<file path="src/rtl/fib_seq_gen.sv">
// +-----------------------------------------------------------------------------+
// | fib_seq_gen: two-term recurrence (a,b) <- (b,a+b) with seed load, wrap or  |
// | saturate arithmetic, sticky overflow, term index and N-term burst mode.    |
// | Revision: 1.0                                                               |
// +-----------------------------------------------------------------------------+
`default_nettype none

module fib_seq_gen #(
  parameter int              WIDTH = 8,
  parameter int              CNT_W = 8,
  parameter logic [WIDTH-1:0] SEED0 = '0,
  parameter logic [WIDTH-1:0] SEED1 = WIDTH'(1)
) (
  input  logic             clk,
  input  logic             rst,
  input  logic             load,
  input  logic [WIDTH-1:0] seed0,
  input  logic [WIDTH-1:0] seed1,
  input  logic             step,
  input  logic             sat_mode,
  input  logic             start,
  input  logic [CNT_W-1:0] n_terms,
  output logic [WIDTH-1:0] out,
  output logic [CNT_W-1:0] index,
  output logic             ovf,
  output logic             busy,
  output logic             done
);

  typedef enum logic [0:0] {
    IDLE = 1'b0,
    RUN  = 1'b1
  } state_t;

  state_t           state_q, state_d;
  logic [WIDTH-1:0] a_q, a_d;
  logic [WIDTH-1:0] b_q, b_d;
  logic [CNT_W-1:0] index_q, index_d;
  logic [CNT_W-1:0] remaining_q, remaining_d;
  logic             ovf_q, ovf_d;
  logic             done_q, done_d;

  logic [WIDTH:0]   sum;
  logic             advance;

  assign sum = {1'b0, a_q} + {1'b0, b_q};

  always_comb begin
    state_d     = state_q;
    a_d         = a_q;
    b_d         = b_q;
    index_d     = index_q;
    remaining_d = remaining_q;
    ovf_d       = ovf_q;
    done_d      = 1'b0;
    advance     = 1'b0;

    if (load) begin
      // Load also aborts a running burst; done stays low.
      a_d     = seed0;
      b_d     = seed1;
      index_d = '0;
      ovf_d   = 1'b0;
      state_d = IDLE;
    end else begin
      case (state_q)
        IDLE: begin
          if (start) begin
            if (n_terms != '0) begin
              remaining_d = n_terms;
              state_d     = RUN;
            end else begin
              done_d = 1'b1;
            end
          end else if (step) begin
            advance = 1'b1;
          end
        end
        RUN: begin
          advance     = 1'b1;
          remaining_d = remaining_q - CNT_W'(1);
          if (remaining_q == CNT_W'(1)) begin
            state_d = IDLE;
            done_d  = 1'b1;
          end
        end
        default: state_d = IDLE;
      endcase
    end

    if (advance) begin
      a_d = b_q;
      if (sum[WIDTH]) begin
        b_d   = sat_mode ? {WIDTH{1'b1}} : sum[WIDTH-1:0];
        ovf_d = 1'b1;
      end else begin
        b_d = sum[WIDTH-1:0];
      end
      if (index_q != {CNT_W{1'b1}}) begin
        index_d = index_q + CNT_W'(1);
      end
    end
  end

  always_ff @(posedge clk) begin
    if (rst) begin
      state_q     <= IDLE;
      a_q         <= SEED0;
      b_q         <= SEED1;
      index_q     <= '0;
      remaining_q <= '0;
      ovf_q       <= 1'b0;
      done_q      <= 1'b0;
    end else begin
      state_q     <= state_d;
      a_q         <= a_d;
      b_q         <= b_d;
      index_q     <= index_d;
      remaining_q <= remaining_d;
      ovf_q       <= ovf_d;
      done_q      <= done_d;
    end
  end

  assign out   = a_q;
  assign index = index_q;
  assign ovf   = ovf_q;
  assign busy  = (state_q == RUN);
  assign done  = done_q;

endmodule

`default_nettype wire

</file>
<file path="config.mk">
export PLATFORM = sky130hd
export DESIGN_NAME = fib_seq_gen
export DESIGN_NICKNAME = d
export VERILOG_FILES = /design/src/rtl/fib_seq_gen.sv
export SDC_FILE = /design/constraint.sdc
export NUM_CORES = 1
export LEC_CHECK = 0
export ABC_AREA = 0
export ABC_CLOCK_PERIOD_IN_PS = 2530
export BUFFER_PORTS_ARGS = -buffer_cell sky130_fd_sc_hd__buf_4
export CAP_MARGIN = 20
export CORE_ASPECT_RATIO = 0.75
export CORE_MARGIN = 3
export CORE_UTILIZATION = 45
export DETAILED_ROUTE_END_ITERATION = 7
export PLACE_DENSITY = 0.77
export SETUP_SLACK_MARGIN = 0.02
export SYNTH_ARGS = -nofsm -noshare
export SYNTH_HDL_FRONTEND = slang
export SYNTH_SLANG_ARGS = --single-unit
</file>
<file path="constraint.sdc">
create_clock -name clk -period 2.53 [get_ports clk]
set_input_delay 0.1265 -clock clk [delete_from_list [all_inputs] [get_ports clk]]
set_output_delay 0.1265 -clock clk [all_outputs]
set_load 0.02 [all_outputs]
</file>
# Word level (Yosys, flattened, before mapping)
# Cells that the tools add are included.
dict set report classes {
  mux 27
  bitwise 2
  n_eq_ne 4
  n_reduce_logical 4
  add_sub_neg 3
}
# cell n
set ops {}
lappend ops {{$mux W8} 11}
lappend ops {{$pmux W8 S2} 1}
lappend ops {{$mux W1} 12}
lappend ops {{$add A8 B8 Y9} 1}
lappend ops {{$add A8 B1 Y8 const B} 1}
lappend ops {{$eq A8 B1 Y1 const B} 1}
lappend ops {{$ne A8 B8 Y1 const B} 1}
lappend ops {{$reduce_bool A8 Y1} 1}
lappend ops {{$sub A8 B1 Y8 const B} 1}
lappend ops {{$pmux W1 S2} 3}
lappend ops {{$ne A2 B2 Y1 const B} 2}
lappend ops {{$reduce_and A3 Y1} 1}
lappend ops {{$not A1 Y1} 2}
lappend ops {{$reduce_bool A2 Y1} 1}
lappend ops {{$reduce_or A2 Y1} 1}
dict set report totals {
  out_inout_bits 19
  word_cells 47
  input_bits 30
  ff_bits 35
}

# Longest topological paths before layout
dict set report logic_depth {
  ltp_word 5
  depth_mapped 8
  mapped_depth_nobuf 8
}

# Least setup slack after synthesis
# Ideal clock, no wire load.
dict set report synth_timing {
  path_kind {reg-to-reg}
  from {reg a_q[0] (netlist: out[0])}
  to {reg b_q[1]}
  path_buffers 0
  t_required_ns 2.427
  synth_period_minus_slack_ns 2.138
  setup_ns 0.103
  path_stages_with_launch 9
  setup_slack_ns 0.392
  arrival_ns 2.035
  cell_sequence {dfxtp_1 ha_1 inv_1 fa_1 nor2b_1 o31ai_4 a31oi_4 nor3_2 a2111oi_2}
}
dict set report synth_between {
  elab_chain_cells 4
}
# item line
set synth_rtl {}
lappend synth_rtl {{from (decl)} 36} ;# logic [WIDTH-1:0] a_q, a_d;
lappend synth_rtl {{from (signal assigned)} 108} ;# a_q <= SEED0;
lappend synth_rtl {{from (signal assigned)} 116} ;# a_q <= a_d;
lappend synth_rtl {{$add A8 B8 Y9 (*)} 46} ;# assign sum = {1'b0, a_q} + {1'b0, b_q};
lappend synth_rtl {{$mux W8} 94} ;# b_d = sat_mode ? {WIDTH{1'b1}} : sum[WIDTH-1:0];
lappend synth_rtl {{$mux W8 (*)} 93} ;# if (sum[WIDTH]) begin
lappend synth_rtl {{$mux W8 (*)} 91} ;# if (advance) begin
lappend synth_rtl {{to (signal assigned)} 109} ;# b_q <= SEED1;
lappend synth_rtl {{to (signal assigned)} 117} ;# b_q <= b_d;
lappend synth_rtl {{to (decl)} 37} ;# logic [WIDTH-1:0] b_q, b_d;
# Every way passes the cells marked *; elsewhere a longest branch is shown, timed or not.
# A chain may end at the register's enable or synchronous reset.

# Final worst setup path
dict set report layout_timing {
  from {reg a_q[0] (netlist: out[0])}
  to {reg b_q[2]}
}
# The elaborated chain is that of the path after synthesis.

==> impl_metrics.json <==
{
  "rrSetupSlack_ps": 300,
  "yosysWarnings": 0,
  "status": "completed",
  "fin_tns_setup_ps": 0,
  "stdcell_area_um2": 2620,
  "max_freq_mhz": 449,
  "whs_path_depth": 3,
  "die_area_um2": 5740,
  "die_y_um": 66.4,
  "synth.ff_latch_count": 35,
  "min_to": "out[5]",
  "die_x_um": 86.5,
  "clock-skew-final_ps": 6.20,
  "worst-setup-path-type": "flop to flop",
  "globalRouteTotalUtil": 0.190,
  "drive_above_1_share": 0.217,
  "ioPinCount": 49,
  "final_common_cell": "buf_4",
  "fin_nets": 355,
  "placed_cell_area_um2": 2530,
  "start_util": 0.479,
  "arrival_ps": 2390,
  "cts_hold_buf": 0,
  "synth_edf_count": 0,
  "ff2ff_path_depth": 8,
  "required_ps": 2690,
  "finalNonFillerCells": 371,
  "final_cell_mix": "50 x buf_4, 36 x nand2_1, 35 x dfxtp_1",
  "regToRegStartpoint": "out[0]",
  "utilization": 0.572,
  "num_rows": 21,
  "drc": 0,
  "setup_viol": 0,
  "fin_crit_sh": 0.881,
  "ys_types": 50,
  "clk_latency_ps": 280,
  "period_needed_ps": 2230,
  "final_antenna_net_count": 0,
  "worst_pin_slew_ps": 665,
  "cts_resized": 0,
  "syn-num-nets": 311,
  "gp_congestion": 0.857,
  "maxSlewHeadroom": 0.552,
  "synthArstFlopShare": 0,
  "wirelength_um": 5270,
  "path_clk_slew_ps": 70,
  "rsz0062_at_grt": "no",
  "cts-root-buf": "clkbuf_8",
  "clock_path_buffers": 2,
  "gr-total-overflow": 0,
  "cts_tree": "done",
  "post_cts_buffers": 0,
  "viasPerCell": 5.56,
  "finalHoldViolCount": 0,
  "vias": 2061,
  "syn_area_per_cell_um2": 8.14,
  "maxCapViolations": 0,
  "synth_cells": 269,
  "ys.flop_type": "dfxtp_1",
  "grt_pass1_wl_um": 8780,
  "dr.pass1.iters": 4,
  "powerDensity_nw_per_um2": 499,
  "path_max_fanout": 5,
  "cts_htree_levels": 2,
  "total_leakage_power_uw": 0.00107,
  "cts_made_buffers": 5,
  "wl_per_cell_um": 14.2,
  "worst_setup_path_end_kind": "flop",
  "synth_area_leader_cell": "dfxtp_1",
  "grt_pass1_vias": 1902,
  "yosysSeqAreaShare": 0.320,
  "synth_area_um2": 2190,
  "hp-start": "seed0[5]",
  "synthTopCellsByArea": "dfxtp_1 32%, a21oi_1 6.4%, ha_1 6.3%, nand2_1 6.2%, a21o_1 3.8%",
  "ir_drop_mv": 0.345,
  "syn2layout_area_growth_pct": 19.5,
  "antenna_cells": 0,
  "antenna_found_initial": 0,
  "core_area_um2": 4570,
  "dp_cells": 363,
  "cts.sinks": 35,
  "r2r-end": "b_q[2]",
  "drtIter0Drc": 165,
  "finalMaxSlewViolations": 0,
  "grt_max_degree": 35,
  "hold_class": "primary input to flop",
  "whs_ps": 95.6,
  "place_hpwl_um": 3820,
  "netlist.area_leader.share": 0.320,
  "crit_path_start_kind": "flop",
  "portBuffers": 48
}
==> registers in the layout, indices dropped and copies added, names as in the netlist <==
signal and flops:
out 8, remaining_q 8, b_q 8, ovf 1, done 1, busy 1
index 8
==> synth_stat cells, types with 3 or more instances <==
cell	count
nand3_1	5
nand2b_1	3
nand2_1	36
nand4_1	3
xnor2_1	6
nor3_1	13
inv_1	10
a2111oi_2	3
nor2_1	22
nor2b_1	12
a21oi_1	28
clkbuf_8	4
ha_1	11
dfxtp_1	35
o21ai_0	13
clkbuf_1	5
buf_2	3
a21o_1	11
a31oi_1	4
==> how the worst max path moves through the flow <==
stage / cells after the start / slack (ps) / start / to
6_report: 8 / 300 / out[0] / b_q[2]
5_1_grt: 8 / 100 / b_q[0] / b_q[2]
4_1_cts: 8 / 290 / out[0] / b_q[2]
3_5_place_dp: 8 / 340 / b_q[0] / b_q[2]
3_3_place_gp: 8 / 440 / out[0] / b_q[1]
2_1_floorplan: 8 / 390 / out[0] / b_q[1]
==> area by class of cell <==
cell class                      count  area (um^2)
Clock inverter                      1         5.00
Fill cell                         446         1960
Multi-Input combinational cell    211         1350
Clock buffer                        7         76.3
Sequential cell                    35          701
Timing Repair Buffer               50          375
Tap cell                           57         71.3
Inverter                           10         37.5
==> per-stage QoR <==
stage / setup slack, ps / power (uW)
final: 301 / 1300
after detailed placement: 338 / 929
after CTS: 295 / 1310
after global placement: 441 / 924
after global routing: 98.4 / 1370
after floorplan: 392 / 837
==> cells by family (layout without fill, tap and decap cells) <==
group           Yosys count  in the layout  synth area share
flops                    35             35             0.320
xor+xnor                  8              8            0.0320
fa+ha+maj                12             12            0.0720
compound gates           82             82             0.268
simple gates            108            108             0.240
mux                       1              1           0.00457
buf+inv                  23             68            0.0635
==> per-layer routing <==
layer,vias to the layer above,GRT usage,wire length [um],part of all wire
met3,7,0.0399,320,0.061
met2,62,0.281,2210,0.42
met5,-,0,0,0
met1,942,0.282,2700,0.51
li1,1050,-,-,-
met4,0,0.0389,41,0.0078
==> power by group <==
part / switching (uW) / internal [uW] / total, uW
Clock: 190 / 193 / 383
Sequential: 28.8 / 581 / 610
Combinational: 172 / 139 / 311
==> critical path: stages (launching register included) <==
cell       delay (ps)
dfxtp_1           370
ha_1              210
inv_1              60
fa_1              400
nor2b_1           250
o31ai_4           110
a31oi_4           210
nor3_2            110
a2111oi_1         380
Power figures use the tool's default switching activity.
